<file path="src/rtl/iir_out_buffer.sv">
// -----------------------------------------------------------------------------
// iir_out_buffer
//
// Output buffer for the IIR filter. It holds the filtered samples in a
// show-ahead circular FIFO until a downstream consumer takes them. The head
// entry is always visible on dout.
//
// Optional feature (macro IIR_BUF_DECIM2_EN):
//   When the macro is defined, a 2:1 averaging decimator sits in front of the
//   FIFO. Each pair of input samples becomes one stored value,
//   (a + b) >> 1. The sum is DATA_W+1 bits wide and the result is truncated.
//   When the macro is not defined, every valid input sample is pushed.
//
// Parameters:
//   DATA_W     width of the samples, unsigned
//   DEPTH      number of FIFO entries, a power of two and at least 2
//
// Ports:
//   clk        single clock, rising edge
//   rst        synchronous, active-high reset
//   y_in       sample from the iir_filter y_out port
//   y_valid    y_in carries a new sample this cycle
//   dout       head-of-FIFO sample; 0 when the FIFO is empty
//   dout_valid dout holds a valid entry (count != 0)
//   dout_ready consumer accepts dout this cycle
//   count      number of stored entries, 0..DEPTH
//   overflow   sticky flag, set when a sample was dropped on a full FIFO
// -----------------------------------------------------------------------------
module iir_out_buffer #(
  parameter int DATA_W = 7,
  parameter int DEPTH  = 8
) (
  input  logic                       clk,
  input  logic                       rst,
  input  logic [DATA_W-1:0]          y_in,
  input  logic                       y_valid,
  output logic [DATA_W-1:0]          dout,
  output logic                       dout_valid,
  input  logic                       dout_ready,
  output logic [$clog2(DEPTH):0]     count,
  output logic                       overflow
);

  localparam int AW = $clog2(DEPTH);

  localparam logic [AW-1:0] PTR_ONE   = AW'(1);
  localparam logic [AW:0]   CNT_ONE   = (AW + 1)'(1);
  localparam logic [AW:0]   CNT_FULL  = (AW + 1)'(DEPTH);

  logic [DATA_W-1:0] mem [DEPTH];
  logic [AW-1:0]     wr_ptr;
  logic [AW-1:0]     rd_ptr;
  logic [AW:0]       count_q;
  logic              overflow_q;

  logic              push_req;
  logic [DATA_W-1:0] push_data;
  logic              full;
  logic              pop;
  logic              do_push;

`ifdef IIR_BUF_DECIM2_EN
  typedef enum logic {PH0, PH1} phase_t;

  phase_t            phase_q;
  phase_t            phase_d;
  logic [DATA_W-1:0] hold_q;
  logic [DATA_W-1:0] hold_d;
  logic [DATA_W:0]   pair_sum;

  // Widen by one bit so the sum of two full-scale samples cannot wrap
  // before the halving.
  assign pair_sum = {1'b0, hold_q} + {1'b0, y_in};

  // The first sample of a pair is parked in the hold register. The second
  // one produces the averaged push request. A request that gets dropped
  // because the FIFO is full still completes the pair, so the FSM returns
  // to PH0 in either case.
  always_comb begin
    phase_d   = phase_q;
    hold_d    = hold_q;
    push_req  = 1'b0;
    push_data = DATA_W'(pair_sum >> 1);
    case (phase_q)
      PH0: begin
        if (y_valid) begin
          hold_d  = y_in;
          phase_d = PH1;
        end
      end
      PH1: begin
        if (y_valid) begin
          push_req = 1'b1;
          phase_d  = PH0;
        end
      end
      default: phase_d = PH0;
    endcase
  end

  always_ff @(posedge clk) begin
    if (rst) begin
      phase_q <= PH0;
      hold_q  <= '0;
    end else begin
      phase_q <= phase_d;
      hold_q  <= hold_d;
    end
  end
`else
  assign push_req  = y_valid;
  assign push_data = y_in;
`endif

  assign full    = (count_q == CNT_FULL);
  assign pop     = (count_q != '0) && dout_ready;
  // A full FIFO can still take a push when the head leaves in the same cycle.
  assign do_push = push_req && (!full || pop);

  // The storage array has no reset. Stale contents are unreachable once the
  // pointers and the count are cleared.
  always_ff @(posedge clk) begin
    if (!rst && do_push) begin
      mem[wr_ptr] <= push_data;
    end
  end

  // The pointers wrap naturally because DEPTH is a power of two.
  always_ff @(posedge clk) begin
    if (rst) begin
      wr_ptr     <= '0;
      rd_ptr     <= '0;
      count_q    <= '0;
      overflow_q <= 1'b0;
    end else begin
      if (do_push) begin
        wr_ptr <= wr_ptr + PTR_ONE;
      end
      if (pop) begin
        rd_ptr <= rd_ptr + PTR_ONE;
      end
      case ({do_push, pop})
        2'b10:   count_q <= count_q + CNT_ONE;
        2'b01:   count_q <= count_q - CNT_ONE;
        default: count_q <= count_q;
      endcase
      if (push_req && !do_push) begin
        overflow_q <= 1'b1;
      end
    end
  end

  // The outputs depend only on registered state. There is no bypass from
  // y_in.
  assign dout_valid = (count_q != '0);
  assign dout       = dout_valid ? mem[rd_ptr] : '0;
  assign count      = count_q;
  assign overflow   = overflow_q;

endmodule

</file>
<file path="config.mk">
export PLATFORM = sky130hd
export DESIGN_NAME = iir_out_buffer
export DESIGN_NICKNAME = d
export VERILOG_FILES = /design/src/rtl/iir_out_buffer.sv
export SDC_FILE = /design/constraint.sdc
export NUM_CORES = 1
export LEC_CHECK = 0
export ABC_AREA = 1
export CAP_MARGIN = 5
export CORE_MARGIN = 5
export CORE_UTILIZATION = 40
export CTS_CLUSTER_DIAMETER = 50
export DETAILED_ROUTE_END_ITERATION = 10
export PLACE_DENSITY = 0.67
export SETUP_SLACK_MARGIN = 0.5
export SKIP_CTS_REPAIR_TIMING = 1
export SYNTH_ARGS = -nofsm -noshare
export SYNTH_HDL_FRONTEND = slang
export SYNTH_SLANG_ARGS = --single-unit
</file>
<file path="constraint.sdc">
create_clock -name clk -period 5.3 [get_ports clk]
set_clock_uncertainty 0.05 [all_clocks]
set_input_delay 1.06 -clock clk [delete_from_list [all_inputs] [get_ports clk]]
set_output_delay 1.06 -clock clk [all_outputs]
set_load 0.03 [all_outputs]
</file>
==> results.md <==
- The endpoint of the worst register-to-register path is mem[4][6]$_DFFE_PP_.
- Derived from the worst setup path, the maximum achievable clock frequency is 265 MHz.
- The run finished with clean final reports.
- The die covers 9110 sq um.
- The number of hold violations in the final report came to 0.
- The first global-routing pass estimated 9.57 mm of wire.
- The number of top-level pins is 24.
- IR analysis of the VDD net gives a maximum drop of 0.000162 V.
- Wires add up to 5.84 mm.
- The number of setup violations in the final report is 0.
- Counting every instance in the synthesized netlist gives 265.
- The routed via count divided by cell count is 5.03.
- The final cycle utilization of the critical path is 0.713.
- The count of input and output buffers is 23.
- The clock tree synthesis step divided the H-tree into 3 levels.
- The overall die width is 95.5 um.
- Buffers inserted during clock tree synthesis total 9.
- The worst setup path is launched from a flop.
- The library cell with the highest instance count after synthesis is sky130_fd_sc_hd__nor2_1.
- Counting flops with a built-in enable in the synthesized netlist gives 56.
- The biggest fanout along the worst timing path is 29.
- The end point of the critical path is dout[2].
- The DRC violations left is 0.
- The post-place setup slack is 1.85 ns.
- STA puts the critical path data required time at 4.19 ns.
- The data arrival time of the critical path is 2.67 ns.
- The placement row count is 31.
- The die boundary height is 95.5 um.
- The per-cell routed wire length is 14.9 um.
- The first detailed-routing pass took 4 iterations.
- Counting along the longest clock path gives a buffer depth of 2.
- In this run the cell area of the synthesized design comes to 2920 sq um.
- Setup repair after global routing left no endpoint under its margin.
- At the end of routability-driven placement, the weighted congestion stood at 0.796.
- The filler cells instantiated in the layout total 623.
- For this run, the register share of the synthesized area comes to 0.672.
- The total global-route track usage is 0.140.
- After synthesis the netlist holds a flip-flop and latch count of 70.
- In this run the critical register-to-register path is launched from count[2]$_SDFFE_PP0P_.
- Clock-pin slew was measured on the worst setup and hold paths at 0.07 ns.
- The remaining antenna violation count after routing is 0.
- The worst setup path is captured at an output pin.
- The total negative setup slack is 0 ns.
- The clock insertion delay at the later pin of the skew report is 0.33 ns.
- The dominant synthesized flop cell is sky130_fd_sc_hd__edfxtp_1.
- In this run the standard cell core region covers 7180 sq um.
- The mean instance size in the synthesized netlist is 11.0 sq um.
- The total power density per cell area is 495 nW/um^2.
- The total number of yosys warnings is 0.
- The largest net degree at the start of global routing is 30.
- The leftover overflow at the end of global routing is 0.
- The pin slew with the least headroom to its limit is 1.13 ns.
- The initial utilization of the core area, before any placement, comes to 0.407.
- Max-cap violations in this run came to 0.
- The share of the synthesized area in the top cell type is 0.576.
- After synthesis, the most frequently instantiated cells are 65 x sky130_fd_sc_hd__nor2_1, 56 x sky130_fd_sc_hd__edfxtp_1, 32 x sky130_fd_sc_hd__o21ai_0, 23 x sky130_fd_sc_hd__nand2_1, 15 x sky130_fd_sc_hd__inv_1.
- By area the synthesized netlist is led by sky130_fd_sc_hd__edfxtp_1 58%, sky130_fd_sc_hd__dfxtp_1 9.6%, sky130_fd_sc_hd__nor2_1 8.4%.
- For this design, the sink count on the clock tree is 70.
- The TritonCTS clock tree is yes.
- The critical path start-end classification is flop to output pin.
- Summed over all nets, the half-perimeter wirelength after detailed placement is 3.90 mm.
- The repair_antennas step left the layout with diodes totalling 0.
- The fraction of registers with async set/reset is 0.
- The synthesized net count is 281.
- The ratio of cells with drive above 1 in the final layout is 0.0680.
- The worst pin sits at a relative slew slack of 0.242.
- The total count of max-transition violations in the final report is 0.
- sky130_fd_sc_hd__edfxtp_1 takes more of the synthesized area than any other cell.
- For this design the static power due to leakage is 1.25 nW.
- The final layout contains 306 nets.
- The number of cells traversed by the worst register-to-register path is 6.
- Hold timing on the final database bottoms out at a slack of 0.421 ns.
- The path class of the tightest hold or removal check is flop to flop.
- The via total after detailed routing is 1,977.
- The relative area change from synthesis to final layout is 18.5%.
- For this block, the initial DRC count from the detailed router was 92.
- The initial antenna violation count is 0.
- The clock tree root buffer cell is sky130_fd_sc_hd__clkbuf_8.
- The post-layout worst setup margin is 1.52 ns.
- For flop-to-flop paths, the worst setup slack is 3.06 ns.
- The via count of the first global-routing pass came to 1,939.
- The smallest clock period supported by the final layout is computed as 3.78 ns.
- After synthesis, the netlist uses 24 different library cells.
kinds of logic after synthesis:
kind of cell	after synthesis	synth area share
AND/OR/NAND/NOR	104	0.144
XOR/XNOR	2	0.00600
AO/OA/AOI/OAI	58	0.109
buffers and inverters	26	0.0454
flip-flops	70	0.672
adder cells (fa/ha/maj)	5	0.0240
metrics by stage:
stage	power (mW)	instance area, sq um	utilization	std cells
floorplan	1.02	2920	-	265
global placement	1.18	3210	0.447	378
detailed placement	1.18	3210	0.447	378
CTS	1.72	3460	0.482	393
global route	1.81	3460	0.482	393
finish	1.71	3460	0.482	393
critical path, stage by stage (launching register included):
cell	delay, ns
sky130_fd_sc_hd__dfxtp_1	0.95
sky130_fd_sc_hd__inv_4	0.27
sky130_fd_sc_hd__o21ai_0	0.24
sky130_fd_sc_hd__o22ai_1	0.11
sky130_fd_sc_hd__nor2_1	0.10
sky130_fd_sc_hd__nor2_1	0.07
sky130_fd_sc_hd__clkdlybuf4s50_1	0.59
worst min path at each step:
stage | depth (start not counted) | start | endpoint
2_1_floorplan | 2 | rd_ptr[1]$_SDFFE_PP0N_ | flop
3_3_place_gp | 2 | overflow$_SDFFE_PP0P_ | overflow$_SDFFE_PP0P_
3_5_place_dp | 2 | overflow$_SDFFE_PP0P_ | overflow$_SDFFE_PP0P_
4_1_cts | 2 | overflow$_SDFFE_PP0P_ | overflow$_SDFFE_PP0P_
5_1_grt | 2 | rd_ptr[1]$_SDFFE_PP0N_ | rd_ptr[1]$_SDFFE_PP0N_
6_report | 2 | overflow$_SDFFE_PP0P_ | overflow$_SDFFE_PP0P_
routing by layer:
layer | global-route usage | part of all wire | vias up
met5 | 0 | 0 | -
met4 | 0.0770 | 0.027 | 0
met2 | 0.230 | 0.49 | 33
li1 | - | - | 970
met3 | 0.0237 | 0.030 | 15
met1 | 0.176 | 0.45 | 959
state kept, by name, summed over array words and instances, names as in the netlist, named ones only:
register,flops
overflow,1
wr_ptr,3
mem,56
rd_ptr,3
count,4
final cells by class:
| class | instances | area (sq um) | area share |
|---|---|---|---|
| multi-input cells | 169 | 827 | 0.239 |
| inverters | 17 | 66.3 | 0.0192 |
| clock inverters | 4 | 120 | 0.0347 |
| repair buffers | 23 | 230 | 0.0665 |
| clock buffers | 11 | 131 | 0.0380 |
| well taps | 99 | 124 | 0.0358 |
| flip-flops and latches | 70 | 1960 | 0.567 |
power by group:
group | total, mW | internal, mW | switching [mW]
Combinational | 0.492 | 0.180 | 0.311
Clock | 0.544 | 0.358 | 0.186
Sequential | 0.676 | 0.624 | 0.0523
Total | 1.71 | 1.16 | 0.550
cells in the final DEF (no fill, tap or decap), types with 7 or more instances in the layout:
cell                              netlist  layout
sky130_fd_sc_hd__a21oi_1                8       8
sky130_fd_sc_hd__nand2_1               23      23
sky130_fd_sc_hd__nand3_1                7       7
sky130_fd_sc_hd__edfxtp_1              56      56
sky130_fd_sc_hd__clkdlybuf4s50_1        0      23
sky130_fd_sc_hd__o211ai_1               7       7
sky130_fd_sc_hd__o21ai_0               32      32
sky130_fd_sc_hd__nor2_1                65      65
sky130_fd_sc_hd__o22ai_1                7       7
sky130_fd_sc_hd__dfxtp_1               14      14
sky130_fd_sc_hd__clkbuf_8               0       9
sky130_fd_sc_hd__inv_1                 15      15
Power figures use the tool's default switching activity.
